### src/rtl/bsg_cgol_pkg.sv
// Shared link protocol definitions for the job transmitter and the accelerator-side receiver.
package bsg_cgol_pkg;

  localparam int LINK_W         = 64;
  localparam int HDR_SEP_LSB    = 0;
  localparam int HDR_SEP_W      = 24;
  localparam int HDR_FRAMES_LSB = 24;
  localparam int HDR_FRAMES_W   = 40;

  typedef enum logic [1:0] {IDLE, HDR, BODY} tx_state_e;

  function automatic int safe_clog2(input int x);
    return (x <= 1) ? 1 : $clog2(x);
  endfunction

  // Number of link words needed to carry a w x w board.
  function automatic int body_words(input int w);
    return (w * w + LINK_W - 1) / LINK_W;
  endfunction

endpackage

### src/rtl/bsg_cgol_job_tx_if.sv
// Job-in / word-out bundle of the job transmitter; slave = transmitter, master = host/harness.
interface bsg_cgol_job_tx_if #(
  parameter int board_width_p = 8,
  parameter int frames_w_p    = 4
);
  import bsg_cgol_pkg::*;

  logic                                   job_v_i;
  logic                                   job_ready_o;
  logic [board_width_p*board_width_p-1:0] board_i;
  logic [frames_w_p-1:0]                  frames_i;
  logic [HDR_SEP_W-1:0]                   start_end_point_i;
  logic [LINK_W-1:0]                      data_o;
  logic                                   v_o;
  logic                                   ready_i;
  logic                                   busy_o;
  logic                                   done_o;

  modport slave (
    input  job_v_i, board_i, frames_i, start_end_point_i, ready_i,
    output job_ready_o, data_o, v_o, busy_o, done_o
  );

  modport master (
    output job_v_i, board_i, frames_i, start_end_point_i, ready_i,
    input  job_ready_o, data_o, v_o, busy_o, done_o
  );

endinterface

### src/rtl/bsg_cgol_tx_word_sel.sv
// Picks body word idx out of the captured board, zero-padding past the last cell.
module bsg_cgol_tx_word_sel
  import bsg_cgol_pkg::*;
#(
  parameter int cells_p = 64,
  parameter int words_p = 1,
  parameter int idx_w_p = 1
) (
  input  logic [cells_p-1:0] board_i,
  input  logic [idx_w_p-1:0] idx_i,
  output logic [LINK_W-1:0]  word_o
);

  logic [words_p*LINK_W-1:0] flat;

  always_comb begin
    flat               = '0;
    flat[cells_p-1:0]  = board_i;
    word_o             = '0;
    if (int'(idx_i) < words_p)
      word_o = flat[int'(idx_i)*LINK_W +: LINK_W];
  end

endmodule

### src/rtl/bsg_cgol_job_tx.sv
// Host-side job transmitter: captures one job, streams header + board words over valid/ready.
module bsg_cgol_job_tx
  import bsg_cgol_pkg::*;
#(
  parameter int board_width_p     = 8,
  parameter int max_game_length_p = 10
) (
  input  logic                clk_i,
  input  logic                reset_i,
  bsg_cgol_job_tx_if.slave    link
);

  localparam int CELLS = board_width_p * board_width_p;
  localparam int FW    = safe_clog2(max_game_length_p + 1);
  localparam int B     = body_words(board_width_p);
  localparam int IW    = safe_clog2(B);

  tx_state_e          state_q;
  logic [IW-1:0]      idx_q;
  logic [CELLS-1:0]   board_q;
  logic [LINK_W-1:0]  data_q;
  logic               v_q;
  logic               job_ready_q;

  logic [LINK_W-1:0]  hdr_d;
  logic [LINK_W-1:0]  body_word;
  logic [IW-1:0]      sel_idx;
  logic               capture, xfer, last;

  assign capture = link.job_v_i & job_ready_q;
  assign xfer    = v_q & link.ready_i;
  assign last    = (idx_q == IW'(B - 1));
  // data_q is loaded one word ahead, so select the word that goes out next.
  assign sel_idx = (state_q == HDR) ? '0 : idx_q + 1'b1;

  always_comb begin
    hdr_d                              = '0;
    hdr_d[HDR_SEP_LSB +: HDR_SEP_W]    = link.start_end_point_i;
    hdr_d[HDR_FRAMES_LSB +: FW]        = link.frames_i;
  end

  bsg_cgol_tx_word_sel #(
    .cells_p (CELLS),
    .words_p (B),
    .idx_w_p (IW)
  ) u_word_sel (
    .board_i (board_q),
    .idx_i   (sel_idx),
    .word_o  (body_word)
  );

  always_ff @(posedge clk_i or negedge reset_i) begin
    if (!reset_i) begin
      state_q     <= IDLE;
      idx_q       <= '0;
      board_q     <= '0;
      data_q      <= '0;
      v_q         <= 1'b0;
      job_ready_q <= 1'b0;
    end else begin
      case (state_q)
        IDLE: begin
          job_ready_q <= 1'b1;
          if (capture) begin
            state_q     <= HDR;
            job_ready_q <= 1'b0;
            v_q         <= 1'b1;
            data_q      <= hdr_d;
            board_q     <= link.board_i;
          end
        end
        HDR: if (xfer) begin
          state_q <= BODY;
          idx_q   <= '0;
          data_q  <= body_word;
        end
        BODY: if (xfer) begin
          if (last) begin
            state_q     <= IDLE;
            v_q         <= 1'b0;
            data_q      <= '0;
            job_ready_q <= 1'b1;
          end else begin
            idx_q  <= idx_q + 1'b1;
            data_q <= body_word;
          end
        end
        default: state_q <= IDLE;
      endcase
    end
  end

  assign link.job_ready_o = job_ready_q;
  assign link.v_o         = v_q;
  assign link.data_o      = data_q;
  assign link.busy_o      = (state_q != IDLE);
  assign link.done_o      = (state_q == BODY) & xfer & last;

endmodule

### src/flat_wrapper.sv
// flat-port wrapper written by rule: the top's interface ports become plain ports
module bsg_cgol_job_tx_flat import bsg_cgol_pkg::*;
#(
  parameter int board_width_p     = 8,
  parameter int max_game_length_p = 10
)
  (clk_i, reset_i, link_job_v_i, link_board_i, link_frames_i, link_start_end_point_i, link_ready_i, link_job_ready_o, link_data_o, link_v_o, link_busy_o, link_done_o);
  bsg_cgol_job_tx_if #(.board_width_p(board_width_p), .frames_w_p(4)) link_i ();
  input  logic clk_i;
  input  logic reset_i;
  input wire logic [$bits(link_i.job_v_i)-1:0] link_job_v_i;
  input wire logic [$bits(link_i.board_i)-1:0] link_board_i;
  input wire logic [$bits(link_i.frames_i)-1:0] link_frames_i;
  input wire logic [$bits(link_i.start_end_point_i)-1:0] link_start_end_point_i;
  input wire logic [$bits(link_i.ready_i)-1:0] link_ready_i;
  output wire logic [$bits(link_i.job_ready_o)-1:0] link_job_ready_o;
  output wire logic [$bits(link_i.data_o)-1:0] link_data_o;
  output wire logic [$bits(link_i.v_o)-1:0] link_v_o;
  output wire logic [$bits(link_i.busy_o)-1:0] link_busy_o;
  output wire logic [$bits(link_i.done_o)-1:0] link_done_o;
  assign link_i.job_v_i = link_job_v_i;
  assign link_i.board_i = link_board_i;
  assign link_i.frames_i = link_frames_i;
  assign link_i.start_end_point_i = link_start_end_point_i;
  assign link_i.ready_i = link_ready_i;
  assign link_job_ready_o = link_i.job_ready_o;
  assign link_data_o = link_i.data_o;
  assign link_v_o = link_i.v_o;
  assign link_busy_o = link_i.busy_o;
  assign link_done_o = link_i.done_o;
  bsg_cgol_job_tx #(.board_width_p(board_width_p), .max_game_length_p(max_game_length_p)) u_core (.clk_i(clk_i), .reset_i(reset_i), .link(link_i));
endmodule
### config.mk
export PLATFORM = sky130hd
export DESIGN_NAME = bsg_cgol_job_tx_flat
export DESIGN_NICKNAME = d
export VERILOG_FILES = /design/src/rtl/bsg_cgol_pkg.sv /design/src/rtl/bsg_cgol_job_tx_if.sv /design/src/rtl/bsg_cgol_tx_word_sel.sv /design/src/rtl/bsg_cgol_job_tx.sv /design/src/flat_wrapper.sv
export SDC_FILE = /design/constraint.sdc
export NUM_CORES = 1
export LEC_CHECK = 0
export BUFFER_PORTS_ARGS = -buffer_cell sky130_fd_sc_hd__buf_2
export CAP_MARGIN = 20
export CORE_ASPECT_RATIO = 0.5
export CORE_MARGIN = 2
export CORE_UTILIZATION = 47
export DETAILED_ROUTE_END_ITERATION = 6
export PLACE_DENSITY = 0.73
export SKIP_LAST_GASP = 1
export SYNTH_ARGS = -nofsm -noshare
export SYNTH_HDL_FRONTEND = slang
export SYNTH_SLANG_ARGS = --single-unit
### constraint.sdc
create_clock -name clk_i -period 1.6 [get_ports clk_i]
set_input_delay 0.32 -clock clk_i [delete_from_list [all_inputs] [get_ports clk_i]]
set_output_delay 0.32 -clock clk_i [all_outputs]
set_load 0.02 [all_outputs]
==> results.md <==
* Core area at approximately 12000 um2
* Synth Cell Area at 5770 um2
* Cell taking the most area after synthesis: dfrtp_1
* Max-slew violations at 0
* CP max FO at 7
* Unrepaired setup endpoints after global routing: yes
* CTS root buf: clkbuf_16
* Avg WL per Cell at approximately 19 um
* Worst r2r src: u_core.state_q[1]$_DFFE_PN0P_
* Area of the multi-input gates at between 2000 and 3000 um2
* Worst path required time at ~1.9 ns
* Async SR Flop Fraction at 100%
* Synth Register Bits at 132
* Top cells by area, synth: dfrtp_1 57%, mux2_2 9.8%, a2bb2oi_2 5.5%
* Crit path arrival time at about 2.2 ns
* First-pass GRT wire length at approximately 23000 um
* Post-DP Area at between 7000 and 8000 um2
* Vias at about 4400
* R2r setup slk at -0.24 ns
* Cells after synthesis at approximately 420
* Gr usage total at a little under a quarter
* IO buf count at about 160
* Lkg Pwr at a little over 4 nW
* R2R Path End: u_core.link.data_o[0]$_DFFE_PN0P_
* IO Count at 164
* Clock buffer depth at 2
* Most numerous cell in the Yosys netlist: dfrtp_1
* Die Ht at approximately 82 um
* CTS sink count at 132
* Initial antenna violation count at 0
* Avg Cell Area, Syn at approximately 14 um2
* Die X at between 150 and 200 um
* Post-synth EDFFs at 0
* Drt pass-1 iters at 5
* Outcome: finished, violations left
* Top_reg_cell synth: dfrtp_1
* Initial core utilization at ~50%
* Post-DP HPWL at ~8900 um
* Dpl ws at -0.172 ns
* Post-route cell area at 8540 um2
* Post-detailed-route count of antenna-violating nets at 0
* Failing checks: setup timing
* Slack of the critical path at -0.239 ns
* Fin crit period at roughly 1.8 ns
* Crit path capture: u_core.link.data_o[0]$_DFFE_PN0P_
* Ys Warns at 0
* Worst-path clk slew at approximately 0.05 ns
* CTS tree: yes
* Crit path from: u_core.state_q[1]$_DFFE_PN0P_
* Power per cell area at 2510 nW/um2
* Worst slew pin tran at between 0.4 and 0.5 ns
* Hold WS at 0.128 ns
* Vias/cell at approximately 5.4
* Tot Pwr at approximately 21 mW
* Antenna diode count at 0
* Slew headroom at 71.6%
* Grt ovf at 0
* Max VDD drop at roughly 0.0011 V
* Worst Skew at approximately 0.0085 ns
* Die Area at 13200 um2
* Cts bufs inserted at 17
* Largest net degree at the start of global routing at 63
* Final setup fails at around 130
* FP Rows at 28
* # nets final at 727
* Final Cycle Share at 115%
* Initial detailed-routing violation count at 210
* Setup TNS at -24.31 ns
* FILL cells at around 790
* Worst setup SP type: flop
* Distinct cells, synth at 26
* Hold Fails Final Rpt at 0
* Final wirelength at 15700 um
* Sequential area share after synthesis at between 50% and 60%
* Critical Path Sink Type: flop
* Post-synth top cells: 132 x dfrtp_1, 50 x mux2_2, 34 x and3_1, 33 x a22o_1, 29 x nor2b_1
* Worst-case reg-to-reg path depth at 9
* Highest clock rate at around 540 MHz
* Drc violations at 0
* Max-cap check violation count at 0
* Seq. cell area at roughly 3300 um2
* Clock Latency Late Sink at ~0.4 ns
* Setup CP Type: flop to flop
* Worst Hold Class: primary input to flop
* Post-Syn Nets at roughly 520
* Gp weighted congestion at 0.716
* Vias in the first global route at ~4400
* Area grow syn2layout at 48.1%
* Share of layout cells above drive strength 1 at ~58%
* Post-synth top area share at between 50% and 60%
* CTS H-tree depth at 4
==> how the worst min path moves through the flow <==
stage,start,end,cells after the start
after floorplan,reset_i,u_core.board_q[0]$_DFFE_PN0P_,0
after CTS,link_board_i[44],u_core.board_q[44]$_DFFE_PN0P_,2
after detailed placement,reset_i,u_core.link.data_o[51]$_DFFE_PN0P_,1
final,link_board_i[44],u_core.board_q[44]$_DFFE_PN0P_,2
after global routing,link_board_i[53],u_core.board_q[53]$_DFFE_PN0P_,2
after global placement,reset_i,u_core.board_q[54]$_DFFE_PN0P_,1
==> cell usage in the layout, fill, tap and decap left out, types with 2 or more instances in the layout <==
| cell type | netlist | routed |
|---|---|---|
| mux2_2 | 50 | 49 |
| bufinv_16 | 0 | 3 |
| a2bb2oi_2 | 21 | 28 |
| nor2b_1 | 29 | 29 |
| a311oi_1 | 28 | 8 |
| o21ai_0 | 2 | 2 |
| buf_8 | 0 | 3 |
| inv_2 | 0 | 2 |
| buf_16 | 0 | 5 |
| mux2_1 | 15 | 15 |
| a311oi_2 | 0 | 20 |
| dfrtp_1 | 132 | 132 |
| buf_6 | 7 | 20 |
| buf_2 | 13 | 160 |
| clkinv_2 | 0 | 3 |
| clkbuf_8 | 0 | 5 |
| buf_12 | 0 | 17 |
| a22o_1 | 33 | 33 |
| a32o_1 | 3 | 3 |
| ha_4 | 0 | 4 |
| clkbuf_1 | 16 | 2 |
| buf_4 | 2 | 18 |
| nand2_1 | 4 | 3 |
| clkbuf_16 | 0 | 24 |
| and3_1 | 34 | 33 |
==> critical path, cell delays in order (launching register included) <==
cell and delay [ns]:
dfrtp_1 0.39, inv_2 0.08, buf_6 0.13, ha_4 0.16, buf_6 0.12, buf_4 0.13, a211oi_4 0.25, buf_6 0.18
clkbuf_16 0.17, a2bb2oi_2 0.14
==> flip-flops by register name, summed over array words and instances, names as in the netlist <==
name / cells
u_core.board_q: 64
u_core.state_q: 2
u_core.link.v_o: 1
u_core.link.data_o: 64
u_core.link.job_ready_o: 1
==> stage by stage <==
stage	utilization, %	cells
2_1_floorplan	-	415
3_3_place_gp	60.2	737
3_5_place_dp	60.2	737
4_1_cts	69.7	795
5_1_grt	71.9	804
6_report	71.9	804
==> where the power goes <==
group	internal [mW]	switching, mW	total, mW
combinational	6.00	5.28	11.3
clock	2.66	1.40	4.05
sequential	5.06	1.05	6.11
==> cells by family after synthesis <==
kind of cell | Yosys count | synth area share (%)
muxes | 65 | 12.7
DFF | 132 | 57.3
adders and majority gates | 5 | 1.08
and+or+nand+nor | 69 | 7.29
buffers and inverters | 43 | 4.12
AOI/OAI and AO/OA | 101 | 17.6
==> final cells by class <==
class	instances	share of cell area, %
clock buffers	24	5.87
clock inverters	8	1.42
inverters	4	0.205
multi-input cells	240	29.5
flip-flops and latches	132	38.7
well taps	165	2.42
repair buffers	231	21.9
==> per-layer routing <==
metal / track usage [%] / vias up / routed length [um]
met5: 0 / - / 0
met4: 7.75 / 0 / 185
met3: 5.44 / 17 / 701
met2: 40.3 / 124 / 8100
met1: 27.5 / 2231 / 6670
li1: - / 2001 / -
==> what timing repair did <==
action                                 in CTS  in global routing
pin swaps                                   3                 20
setup endpoints to repair                  97                132
cloned                                      6                  8
hold buffers                                1                  0
buffers inserted                           19                  4
gates resized for setup                    35                 25
endpoints found under the hold margin      37                  0
(Power assumes the default switching activity.)
